`config.mk`:
```
export PLATFORM = sky130hd
export DESIGN_NAME = morse_text_buffer_ctrl
export DESIGN_NICKNAME = d
export VERILOG_FILES = /design/src/rtl/morse_text_pkg.sv /design/src/rtl/text_row.sv /design/src/rtl/morse_text_buffer_ctrl.sv
export SDC_FILE = /design/constraint.sdc
export NUM_CORES = 1
export LEC_CHECK = 0
export BUFFER_PORTS_ARGS = -buffer_cell sky130_fd_sc_hd__buf_2
export CORE_UTILIZATION = 45
export CTS_BUF_LIST = sky130_fd_sc_hd__clkbuf_8
export DETAILED_ROUTE_END_ITERATION = 8
export PLACE_DENSITY = 0.7
export SLEW_MARGIN = 20
export SYNTH_ARGS = -nofsm -noshare
export SYNTH_HDL_FRONTEND = slang
export SYNTH_SLANG_ARGS = --single-unit
```
`constraint.sdc`:
```
create_clock -name iVGA_CLK -period 5.3 [get_ports iVGA_CLK]
set_input_delay 1.06 -clock iVGA_CLK [delete_from_list [all_inputs] [get_ports iVGA_CLK]]
set_output_delay 1.06 -clock iVGA_CLK [all_outputs]
set_load 0.005 [all_outputs]
```
`src/rtl/morse_text_pkg.sv`:
```
// Shared character codes, FSM states and row-select encoding for the
// Morse text buffer controller and its per-row storage.
package morse_text_pkg;

   localparam logic [7:0] SPACE    = 8'h20;
   localparam logic [7:0] BS       = 8'h08;
   localparam logic [7:0] PRINT_LO = 8'h20;
   localparam logic [7:0] PRINT_HI = 8'h7E;

   typedef enum logic [1:0] {IDLE, WRITE, CLEAR} state_t;

   typedef enum logic {SEL_TX, SEL_RX} sel_t;

   function automatic logic isPrintable(input logic [7:0] c);
      return (c >= PRINT_LO) && (c <= PRINT_HI);
   endfunction

endpackage

```
`src/rtl/text_row.sv`:
```
// One text row: working slots with a fill count, plus a display copy that is
// loaded from the working slots only on a snapshot request.
module text_row
   import morse_text_pkg::*;
#(
   parameter int LEN  = 5,
   parameter int CW   = 8,
   parameter int CNTW = $clog2(LEN + 1),
   parameter int IDXW = (LEN > 1) ? $clog2(LEN) : 1
) (
   input  logic              clk,
   input  logic              rst,
   input  logic              i_wrEn,
   input  logic [CW-1:0]     i_char,
   input  logic              i_clrEn,
   input  logic [IDXW-1:0]   i_clrIdx,
   input  logic              i_clrLast,
   input  logic              i_snap,
   output logic [LEN*CW-1:0] o_disp,
   output logic [CNTW-1:0]   o_cnt
);

   localparam logic [CW-1:0]   CH_SPACE = CW'(SPACE);
   localparam logic [CW-1:0]   CH_BS    = CW'(BS);
   localparam logic [CNTW-1:0] FULL     = CNTW'(LEN);

   logic [CW-1:0]   r_slots [LEN];
   logic [CW-1:0]   r_disp  [LEN];
   logic [CNTW-1:0] r_cnt;

   // Snapshot takes the pre-update slot values, so a write landing on the
   // same edge only becomes visible at the following snapshot.
   always_ff @(posedge clk) begin
      if (rst) begin
         for (int i = 0; i < LEN; i++) begin
            r_slots[i] <= CH_SPACE;
            r_disp[i]  <= CH_SPACE;
         end
         r_cnt <= '0;
      end else begin
         if (i_snap) begin
            r_disp <= r_slots;
         end
         if (i_clrEn) begin
            r_slots[i_clrIdx] <= CH_SPACE;
            if (i_clrLast) begin
               r_cnt <= '0;
            end
         end else if (i_wrEn) begin
            if (i_char == CH_BS) begin
               if (r_cnt != '0) begin
                  r_slots[r_cnt - 1'b1] <= CH_SPACE;
                  r_cnt                 <= r_cnt - 1'b1;
               end
            end else if (isPrintable(8'(i_char))) begin
               if (r_cnt == FULL) begin
                  for (int i = 0; i < LEN - 1; i++) begin
                     r_slots[i] <= r_slots[i + 1];
                  end
                  r_slots[LEN - 1] <= i_char;
               end else begin
                  r_slots[r_cnt] <= i_char;
                  r_cnt          <= r_cnt + 1'b1;
               end
            end
         end
      end
   end

   for (genvar g = 0; g < LEN; g++) begin : g_pack
      assign o_disp[CW*g +: CW] = r_disp[g];
   end

   assign o_cnt = r_cnt;

endmodule

```
`src/rtl/morse_text_buffer_ctrl.sv`:
```
// Arbitrates TX/RX character writes into two text rows, sequences row clears,
// and commits frame-stable display copies on the rising edge of vblank.
module morse_text_buffer_ctrl
   import morse_text_pkg::*;
#(
   parameter int LEN = 5,
   parameter int CW  = 8
) (
   input  logic                       iVGA_CLK,
   input  logic                       iRST,
   input  logic                       iTX_VALID,
   input  logic [CW-1:0]              iTX_CHAR,
   output logic                       oTX_READY,
   input  logic                       iRX_VALID,
   input  logic [CW-1:0]              iRX_CHAR,
   output logic                       oRX_READY,
   input  logic                       iCLEAR,
   input  logic                       iVBLANK,
   output logic [LEN*CW-1:0]          oTX_BUF,
   output logic [LEN*CW-1:0]          oRX_BUF,
   output logic [$clog2(LEN+1)-1:0]   oTX_CNT,
   output logic [$clog2(LEN+1)-1:0]   oRX_CNT,
   output logic                       oBUSY
);

   localparam int              CNTW     = $clog2(LEN + 1);
   localparam int              IDXW     = (LEN > 1) ? $clog2(LEN) : 1;
   localparam logic [IDXW-1:0] LAST_IDX = IDXW'(LEN - 1);

   state_t          r_state;
   sel_t            r_lastGrant;
   sel_t            r_sel;
   logic [CW-1:0]   r_char;
   logic [IDXW-1:0] r_idx;
   logic            r_clearPend;
   logic            r_vbQ;

   logic w_clearReq;
   logic w_txReady;
   logic w_rxReady;
   logic w_snap;
   logic w_clrLast;

   assign w_clearReq = iCLEAR || r_clearPend;
   assign w_snap     = iVBLANK && !r_vbQ;
   assign w_clrLast  = (r_idx == LAST_IDX);

   // Round-robin: on contention the source not granted last time wins.
   always_comb begin
      w_txReady = 1'b0;
      w_rxReady = 1'b0;
      if ((r_state == IDLE) && !w_clearReq) begin
         w_txReady = iTX_VALID && (!iRX_VALID || (r_lastGrant == SEL_RX));
         w_rxReady = iRX_VALID && (!iTX_VALID || (r_lastGrant == SEL_TX));
      end
   end

   always_ff @(posedge iVGA_CLK) begin
      if (iRST) begin
         r_state     <= IDLE;
         r_lastGrant <= SEL_RX;
         r_sel       <= SEL_TX;
         r_char      <= '0;
         r_idx       <= '0;
         r_clearPend <= 1'b0;
         r_vbQ       <= 1'b0;
      end else begin
         r_vbQ <= iVBLANK;
         case (r_state)
            IDLE: begin
               if (w_clearReq) begin
                  r_clearPend <= 1'b0;
                  r_idx       <= '0;
                  r_state     <= CLEAR;
               end else if (w_txReady) begin
                  r_char      <= iTX_CHAR;
                  r_sel       <= SEL_TX;
                  r_lastGrant <= SEL_TX;
                  r_state     <= WRITE;
               end else if (w_rxReady) begin
                  r_char      <= iRX_CHAR;
                  r_sel       <= SEL_RX;
                  r_lastGrant <= SEL_RX;
                  r_state     <= WRITE;
               end
            end
            WRITE: begin
               if (iCLEAR) begin
                  r_clearPend <= 1'b1;
               end
               r_state <= IDLE;
            end
            CLEAR: begin
               if (iCLEAR) begin
                  r_clearPend <= 1'b1;
               end
               if (w_clrLast) begin
                  r_state <= IDLE;
               end else begin
                  r_idx <= r_idx + 1'b1;
               end
            end
            default: r_state <= IDLE;
         endcase
      end
   end

   text_row #(.LEN(LEN), .CW(CW), .CNTW(CNTW), .IDXW(IDXW)) u_txRow (
      .clk       (iVGA_CLK),
      .rst       (iRST),
      .i_wrEn    ((r_state == WRITE) && (r_sel == SEL_TX)),
      .i_char    (r_char),
      .i_clrEn   (r_state == CLEAR),
      .i_clrIdx  (r_idx),
      .i_clrLast (w_clrLast),
      .i_snap    (w_snap),
      .o_disp    (oTX_BUF),
      .o_cnt     (oTX_CNT)
   );

   text_row #(.LEN(LEN), .CW(CW), .CNTW(CNTW), .IDXW(IDXW)) u_rxRow (
      .clk       (iVGA_CLK),
      .rst       (iRST),
      .i_wrEn    ((r_state == WRITE) && (r_sel == SEL_RX)),
      .i_char    (r_char),
      .i_clrEn   (r_state == CLEAR),
      .i_clrIdx  (r_idx),
      .i_clrLast (w_clrLast),
      .i_snap    (w_snap),
      .o_disp    (oRX_BUF),
      .o_cnt     (oRX_CNT)
   );

   assign oTX_READY = w_txReady;
   assign oRX_READY = w_rxReady;
   assign oBUSY     = (r_state != IDLE);

endmodule

```
==> results.json, run 1 <==
{
  "total_leakage_power_nw": 3.34,
  "postCtsSetupBuffers": 0,
  "vdd_drop_max_uv": 183,
  "status": "finished, final reports clean",
  "fin_skew_ns": 0.0115,
  "postLayoutSetupSlackWorst_ns": 1.85,
  "reg2reg_to": "u_rxRow.r_slots[28]",
  "num-nets-final": 1067,
  "worstHoldStart": "u_txRow.o_disp[18]",
  "dr.pass1.iters": 7,
  "die_area_um2": 18800,
  "cp_slowest_cell": "nand3_1",
  "rsz0062_at_grt": "false",
  "netlist.top_cell.by_area": "dfxtp_1",
  "period_minus_slack_ns": 3.45,
  "syn_area_per_cell_um2": 8.50,
  "final_util": 0.524,
  "cts_root_buf": "clkbuf_8",
  "worstPathMaxFanout": 18,
  "path_buf_inv": 3,
  "gp_congestion": 0.958,
  "hold_class": "reg -> reg",
  "critPathCaptureType": "output pin",
  "syn_nets": 1000,
  "htreeDepth": 4,
  "antenna_found_initial": 0,
  "grt_max_degree": 90,
  "power.density_nw_per_um2": 304,
  "slew-limit-headroom": 0.329,
  "synthXorXnorAreaFrac": 0.00534,
  "synth_commonest_cells": "nand2_1 (203), dfxtp_1 (183), a21oi_1 (90)",
  "synth_compound_area_frac": 0.284,
  "synthSimpleGateAreaFrac": 0.181,
  "clock_sinks": 183,
  "hold_buffers": 0,
  "crit_chain": "buf_2 > nor3b_1 > nand3_1 > inv_1 > buf_2",
  "drc": 0,
  "io_pins": 111,
  "critical_path_arrival_ns": 2.39,
  "yosysMostFrequentCell": "nand2_1",
  "async_flop_share": 0,
  "whs_endpoint": "u_txRow.o_disp[18]",
  "cp.required_ns": 4.24,
  "max_stage_delay_ns": 0.54,
  "yosysUniqueCellTypes": 78,
  "cap_viol_max_count": 0,
  "worstReg2RegStart": "r_char[3]",
  "tightest_slew_ns": 1.01,
  "routed_via_density": 5.93,
  "cp-start-kind": "input port",
  "synth.yosys.warnings": 0,
  "synth_top_family_by_area": "compound AO/OA/AOI/OAI gates",
  "finalSetupViolCount": 0,
  "coreArea_um2": 17500,
  "place_hpwl_um": 16500,
  "fin_total_pwr_mw": 2.80,
  "synth_cells": 965,
  "grt-ovfl-total": 0,
  "num_vias": 7515,
  "clock_latency_ns": 0.47,
  "cts_resized": 0,
  "placementRows": 48,
  "fmax_mhz": 290,
  "ys_seq_elements": 183,
  "crit_type": "in -> out",
  "syn_area_um2": 8200,
  "cts_buffers": 17,
  "synthMuxAreaShare": 0.0110,
  "portBuffers": 110,
  "syn_to_final_growth_pct": 12.1,
  "synth_ff_type": "dfxtp_1",
  "wl_um": 24100,
  "avgRoutedWirePerCell_um": 19.0,
  "slew_violations": 0,
  "diodes": 0,
  "cp_top_family": "simple AND/OR/NAND/NOR gates",
  "cts_tree": "built",
  "rrSetupSlack_ns": 2.02,
  "grt_pass1_wl_um": 37800,
  "r2r_cells": 6,
  "crit_top_cell": "buf_2",
  "drt-initial-drc-count": 747,
  "synth_edf_count": 0,
  "clk_pin_slew_worst_paths_ns": 0.08,
  "drive_above_1_share": 0.175,
  "ys_seq_area_frac": 0.447,
  "dp_slack_ns": 1.85,
  "fin_area_um2": 9200,
  "drt.antenna.violating_nets": 0,
  "place_area_um2": 8840,
  "yosys-top-cells-area": "dfxtp_1 (45%), nand2_1 (9.3%), a21oi_1 (5.5%), a22oi_1 (4.0%), a22o_1 (3.2%)",
  "track_usage": 0.262,
  "synthAdderAreaFrac": 0.0198,
  "hold_violations": 0,
  "grt_pass1_vias": 6916,
  "max-clock-path-buffers": 2,
  "yosys.area.top_type_share": 0.447,
  "setup-tns-final_ns": 0,
  "hold_depth": 2,
  "fp.dieW_um": 137,
  "die_h_um": 137,
  "start_util": 0.468,
  "period_share": 0.651
}
==> per-layer routing <==
metal	share of wire	vias to the layer above	global-route usage
li1	-	3622	-
met1	0.45	3540	0.352
met2	0.46	303	0.409
met3	0.070	50	0.0507
met4	0.028	0	0.112
met5	0	-	0
==> cells by family (layout without fill, tap and decap cells) <==
kind of cell / count (synthesis) / count (layout)
xor+xnor: 5 / 5
fa+ha+maj: 13 / 13
simple gates: 327 / 327
mux: 9 / 9
flops: 183 / 183
compound gates: 318 / 318
buf+inv: 110 / 188
==> registers in the layout, indices dropped and copies added, names as in the netlist <==
signal / cells
u_txRow.r_slots: 40
u_rxRow.r_slots: 40
r_lastGrant: 1
r_vbQ: 1
r_clearPend: 1
u_txRow.o_cnt: 3
u_rxRow.o_cnt: 3
r_char: 8
r_sel: 1
u_rxRow.o_disp: 40
r_state: 2
r_idx: 3
u_txRow.o_disp: 40
==> power breakdown <==
part	total [mW]	switching, mW	internal, mW	leakage (nW)
clock network	0.866	0.502	0.364	0.172
registers	1.47	0.0711	1.40	1.48
logic	0.459	0.312	0.147	1.69
total	2.80	0.885	1.91	3.34
==> cell usage in the layout, fill, tap and decap left out, drive strengths merged, types with 25 or more instances in the layout <==
cell type    n
a21oi       92
a22o        30
a22oi       44
buf        122
dfxtp      183
inv         40
nand2      203
nand3       25
nor2        34
o21ai       29
o2bb2ai     26
==> cell type report <==
type | count | area [um^2]
tap | 225 | 282
fill | 1726 | 8340
clock buffer | 17 | 234
timing repair buffer | 122 | 643
clock inverter | 13 | 113
sequential | 183 | 3660
multi-input combinational | 672 | 4130
inverter | 36 | 135
==> worst max path at each step <==
stage                          start         to  slack [ns]  depth (start not counted)
after CTS                     iCLEAR  oTX_READY        1.84                          5
after detailed placement      iCLEAR  oTX_READY        1.85                          5
final                         iCLEAR  oTX_READY        1.85                          5
after floorplan               iCLEAR  oTX_READY        2.29                          4
after global routing      r_state[0]  oTX_READY        1.63                          6
after global placement        iCLEAR  oTX_READY        1.90                          5
==> tightest hold or removal path: cells and delay by family, from the launching register on <==
family	cells	cell delay, ns
and+or+nand+nor	1	0.05
AOI/OAI and AO/OA	1	0.05
DFF	1	0.31
==> per-stage QoR <==
step / instances / hold WS (ns)
floorplan: 965 / 0.432
global placement: 1238 / 0.440
global route: 1268 / 0.472
finish: 1268 / 0.452
CTS: 1268 / 0.456
detailed placement: 1238 / 0.443
No activity file was read; power rests on OpenSTA's default activity.
==> inputs of run 2 (changes only) <==
--- a/config.mk
+++ b/config.mk
@@ -9,7 +9,7 @@
 export CORE_UTILIZATION = 45
 export CTS_BUF_LIST = sky130_fd_sc_hd__clkbuf_8
 export DETAILED_ROUTE_END_ITERATION = 8
-export PLACE_DENSITY = 0.7
+export PLACE_DENSITY = 0.72
 export SLEW_MARGIN = 20
 export SYNTH_ARGS = -nofsm -noshare
 export SYNTH_HDL_FRONTEND = slang
==> constraint.sdc (replaced) <==
create_clock -name iVGA_CLK -period 2.8 [get_ports iVGA_CLK]
set_input_delay 0.56 -clock iVGA_CLK [delete_from_list [all_inputs] [get_ports iVGA_CLK]]
set_output_delay 0.56 -clock iVGA_CLK [all_outputs]
set_load 0.005 [all_outputs]
==> run 2 against run 1 <==
Effect of this change:
- via count grew 2.2%
- sequential power grew 84%
- sequential share of layout area shrank 1.6 points
- sequential cell count is the same
- cell count grew 3.0%
- largest power group unchanged
- hold slack lost 0.13 ns
- utilization grew 2.2 points
- clock-buffer cell count is the same
==> results.json, run 2 (synthesis results as in run 1) <==
{
  "status": "finished, final reports clean",
  "setup-tns-final_ns": 0,
  "gp_congestion": 0.917,
  "cts_resized": 0,
  "max_stage_delay_ns": 0.75,
  "clock_sinks": 183,
  "wl_um": 24200,
  "period_minus_slack_ns": 2.53,
  "dr.pass1.iters": 5,
  "htreeDepth": 4,
  "num-nets-final": 1103,
  "place_hpwl_um": 17000,
  "antenna_found_initial": 0,
  "grtUsageMet1": 0.348,
  "crit_type": "reg -> reg",
  "power.density_nw_per_um2": 597,
  "drt.antenna.violating_nets": 0,
  "drc": 0,
  "rsz0062_at_grt": "false",
  "top_usage_layer": "met2",
  "gr-usage-met3": 0.0519,
  "layout_common_cells": "nand2_1 (203), dfxtp_1 (183), buf_2 (109)",
  "grt_pass1_wl_um": 37500,
  "worstPathMaxFanout": 8,
  "hold_class": "in -> reg",
  "grt_pass1_vias": 6983,
  "cts_tree": "built",
  "track_usage": 0.262,
  "placementRows": 48,
  "vdd_drop_max_uv": 422,
  "critPathCaptureType": "flip-flop",
  "grt-ovfl-total": 0,
  "cp_top_family": "simple AND/OR/NAND/NOR gates",
  "finalSetupViolCount": 0,
  "fp.dieW_um": 137,
  "cts_root_buf": "clkbuf_8",
  "fin_cells": 1306,
  "total_leakage_power_nw": 3.58,
  "slew_violations": 0,
  "worstReg2RegStart": "r_char[2]",
  "cap_viol_max_count": 0,
  "fillers": 1654,
  "grt_max_degree": 79,
  "die_h_um": 137,
  "start_util": 0.468,
  "syn_to_final_growth_pct": 16.8,
  "startpoint": "r_char[2]",
  "routed_via_density": 5.88,
  "drt-initial-drc-count": 811,
  "crit_chain": "or4b_1 > nor2_2 > nor2_1 > or4_1 > a31oi_1",
  "reg2reg_to": "u_rxRow.o_cnt[0]",
  "final_common_cell": "nand2_1",
  "fin_skew_ns": 0.00816,
  "diodes": 0,
  "cp_slowest_cell": "or4b_1",
  "cp.required_ns": 3.19,
  "path_buf_inv": 0,
  "hold_violations": 0,
  "fmax_mhz": 395,
  "critical_path_arrival_ns": 2.92,
  "period_share": 0.904,
  "cp-start-kind": "flip-flop",
  "die_area_um2": 18800,
  "rrSetupSlack_ns": 0.27,
  "clock_latency_ns": 0.47,
  "met2_usage": 0.406,
  "max-clock-path-buffers": 2,
  "path_depth": 5,
  "clk_pin_slew_worst_paths_ns": 0.10,
  "postCtsSetupBuffers": 0,
  "r2r_cells": 5,
  "cp-endpoint": "u_rxRow.o_cnt[0]",
  "hold_buffers": 0,
  "coreArea_um2": 17500,
  "final_util": 0.546,
  "drive_above_1_share": 0.207,
  "num_vias": 7678,
  "portBuffers": 110,
  "place_inst": 1274,
  "slew-limit-headroom": 0.316,
  "io_pins": 111,
  "cts_buffers": 17,
  "avgRoutedWirePerCell_um": 18.5,
  "tightest_slew_ns": 1.02
}
[run 2: changes by cell type in the layout (fill, tap and decap cells not counted), sizes merged]
cell / previous run / this run
buf: 122 / 158
bufinv: 1 / 4
clkinv: 3 / 7
clkinvlp: 5 / 2
inv: 40 / 38
[run 2: layer usage]
| layer | vias to the layer above | wire length (um) |
|---|---|---|
| met5 | - | 0 |
| met3 | 55 | 1890 |
| met2 | 363 | 11100 |
| met4 | 0 | 771 |
| met1 | 3575 | 10500 |
| li1 | 3685 | - |
[run 2: worst min-delay path by stage]
stage	startpoint	endpoint	slack [ns]	cells past startpoint
after floorplan	u_rxRow.r_slots[11]	u_rxRow.o_disp[27]	0.43	2
after global placement	u_rxRow.o_disp[23]	u_rxRow.o_disp[23]	0.44	2
after detailed placement	u_txRow.o_disp[30]	u_txRow.o_disp[30]	0.44	2
after CTS	iRST	r_char[5]	0.31	2
after global routing	iRST	r_char[5]	0.31	2
final	iRST	r_char[5]	0.33	2
[run 2: layout make-up]
type | instances | area (um^2) | share of cell area
sequential | 183 | 3660 | 0.383
inverter | 36 | 135 | 0.0141
multi-input combinational | 672 | 4130 | 0.431
clock inverter | 15 | 199 | 0.0208
timing repair buffer | 158 | 938 | 0.0980
tap | 225 | 282 | 0.0294
clock buffer | 17 | 234 | 0.0244
[run 2: report_power, final]
group | total [mW] | leakage, nW | switching, mW | internal, mW
clock | 1.96 | 0.217 | 0.988 | 0.976
sequential | 2.70 | 1.48 | 0.0513 | 2.65
combinational | 1.05 | 1.88 | 0.697 | 0.352
[run 2: per-stage QoR]
step                      area (um^2)  power (mW)  setup slack (ns)  hold slack [ns]
after floorplan                  8200        3.43             0.548            0.432
after global placement           9130        3.77             0.360            0.439
after detailed placement         9130        3.78             0.351            0.444
after CTS                        9570        5.72             0.316            0.311
after global routing             9580        5.94             0.202            0.312
final                            9580        5.71             0.269            0.325
[run 2: worst register-to-register path: stages, from the launching register on]
cell and delay (ns):
dfxtp_1 0.39, or4b_1 0.75, nor2_2 0.38, nor2_1 0.26, or4_1 0.45, a31oi_1 0.22
==> inputs of run 3 (changes only) <==
--- a/config.mk
+++ b/config.mk
@@ -9,7 +9,7 @@
 export CORE_UTILIZATION = 45
 export CTS_BUF_LIST = sky130_fd_sc_hd__clkbuf_8
 export DETAILED_ROUTE_END_ITERATION = 8
-export PLACE_DENSITY = 0.72
+export PLACE_DENSITY = 0.7
 export SLEW_MARGIN = 20
 export SYNTH_ARGS = -nofsm -noshare
 export SYNTH_HDL_FRONTEND = slang
==> constraint.sdc (replaced) <==
create_clock -name iVGA_CLK -period 3.05 [get_ports iVGA_CLK]
set_input_delay 0.61 -clock iVGA_CLK [delete_from_list [all_inputs] [get_ports iVGA_CLK]]
set_output_delay 0.61 -clock iVGA_CLK [all_outputs]
set_load 0.005 [all_outputs]
==> run 3 against run 2 <==
Effect of this change:
- total power fell by 8.7%
- critical path type is now reg -> out
- clock-buffer cell count rose by 3
- die area did not move
- design area fell by 0.33%
- sequential share of layout area rose by 0.13 points
- clock power fell by 9.7%
- critical endpoint is now oRX_READY
- highest routed layer unchanged
==> results.json, run 3 (synthesis results as in run 1) <==
{
  "htreeDepth": 4,
  "fin_skew_ns": 0.0120,
  "tightest_slew_ns": 0.876,
  "hold_buffers": 0,
  "critPathCaptureType": "output pin",
  "fillers": 1671,
  "gp_congestion": 0.960,
  "place_hpwl_um": 17200,
  "drt-initial-drc-count": 736,
  "diodes": 0,
  "drt.antenna.violating_nets": 0,
  "num-nets-final": 1101,
  "status": "finished, final reports clean",
  "cp-endpoint": "oRX_READY",
  "reg2reg_to": "u_txRow.r_slots[10]",
  "final_common_cell": "nand2_1",
  "grt_pass1_vias": 7153,
  "cp.required_ns": 2.44,
  "syn_to_final_growth_pct": 16.4,
  "drc": 0,
  "cap_viol_max_count": 0,
  "rrSetupSlack_ns": 0.54,
  "clk_pin_slew_worst_paths_ns": 0.10,
  "io_pins": 111,
  "worstPathMaxFanout": 7,
  "avgRoutedWirePerCell_um": 18.8,
  "place_area_um2": 9100,
  "period_minus_slack_ns": 2.88,
  "slew-limit-headroom": 0.411,
  "coreArea_um2": 17500,
  "power.density_nw_per_um2": 547,
  "fin_total_pwr_mw": 5.22,
  "period_share": 0.943,
  "multiInputGateArea_um2": 4120,
  "start_util": 0.468,
  "dr.pass1.iters": 9,
  "routed_via_density": 5.92,
  "placementRows": 48,
  "hold_class": "in -> reg",
  "grt_pass1_wl_um": 38300,
  "cts_tree": "built",
  "startpoint": "r_state[0]",
  "num_vias": 7715,
  "worstReg2RegStart": "u_txRow.o_cnt[1]",
  "max-clock-path-buffers": 2,
  "die_h_um": 137,
  "crit_type": "reg -> out",
  "fp.dieW_um": 137,
  "setup-tns-final_ns": 0,
  "postCtsSetupBuffers": 0,
  "layout_common_cells": "nand2_1 (203), dfxtp_1 (183), buf_2 (109)",
  "register_area_um2": 3660,
  "max_stage_delay_ns": 0.55,
  "slew_violations": 0,
  "portBuffers": 110,
  "critical_path_arrival_ns": 2.27,
  "r2r_cells": 8,
  "cp_slowest_cell": "and3_1",
  "vdd_drop_max_uv": 316,
  "track_usage": 0.265,
  "fin_area_um2": 9550,
  "finalSetupViolCount": 0,
  "cts_root_buf": "clkbuf_8",
  "cp-start-kind": "flip-flop",
  "wl_um": 24500,
  "cts_buffers": 17,
  "crit_chain": "inv_1 > ha_1 > nor3b_1 > and3_1 > buf_2",
  "antenna_found_initial": 0,
  "fmax_mhz": 348,
  "hold_violations": 0,
  "clock_latency_ns": 0.48,
  "rsz0062_at_grt": "false",
  "hold_depth": 2,
  "grt_max_degree": 79,
  "clock_sinks": 183,
  "grt-ovfl-total": 0,
  "cts_resized": 0,
  "total_leakage_power_nw": 3.57,
  "drive_above_1_share": 0.205,
  "die_area_um2": 18800
}
[run 3: worst min-delay path by stage]
| stage | start | to | slack, ns |
|---|---|---|---|
| 2_1_floorplan | u_rxRow.r_slots[11] | u_rxRow.o_disp[27] | 0.43 |
| 3_3_place_gp | u_rxRow.o_disp[23] | u_rxRow.o_disp[23] | 0.44 |
| 3_5_place_dp | u_txRow.o_disp[20] | u_txRow.o_disp[20] | 0.44 |
| 4_1_cts | iCLEAR | r_clearPend | 0.38 |
| 5_1_grt | iTX_CHAR[4] | r_char[4] | 0.41 |
| 6_report | iVBLANK | r_vbQ | 0.39 |
[run 3: critical path, delay by kind of cell, from the launching register on]
family | cells | cell delay (ns)
adders and majority gates | 1 | 0.22
buffers and inverters | 2 | 0.29
DFF | 1 | 0.32
and+or+nand+nor | 2 | 0.96
[run 3: through the flow]
step	cells	worst slack, ns	utilization	hold slack [ns]
2_1_floorplan	965	0.798	-	0.432
3_3_place_gp	1272	0.572	0.519	0.440
3_5_place_dp	1272	0.519	0.519	0.443
4_1_cts	1304	0.177	0.544	0.384
5_1_grt	1304	0.0476	0.544	0.415
6_report	1304	0.173	0.544	0.395
[run 3: final cells by class]
class                   instances  share of cell area
clock buffers                  20              0.0288
repair buffers                156              0.0954
clock inverters                12              0.0166
well taps                     225              0.0295
multi-input cells             672               0.432
inverters                      36              0.0142
flip-flops and latches        183               0.384
[run 3: where the power goes]
| part | switching, mW | total, mW | leakage [nW] | internal, mW |
|---|---|---|---|---|
| logic | 0.641 | 0.961 | 1.86 | 0.321 |
| registers | 0.0495 | 2.48 | 1.48 | 2.43 |
| clock network | 0.948 | 1.77 | 0.223 | 0.827 |
[run 3: per-layer routing]
| metal | track usage | wire (um) |
|---|---|---|
| met1 | 0.362 | 10900 |
| met2 | 0.412 | 11100 |
| met3 | 0.0430 | 1790 |
| met4 | 0.112 | 758 |
| met5 | 0 | 0 |
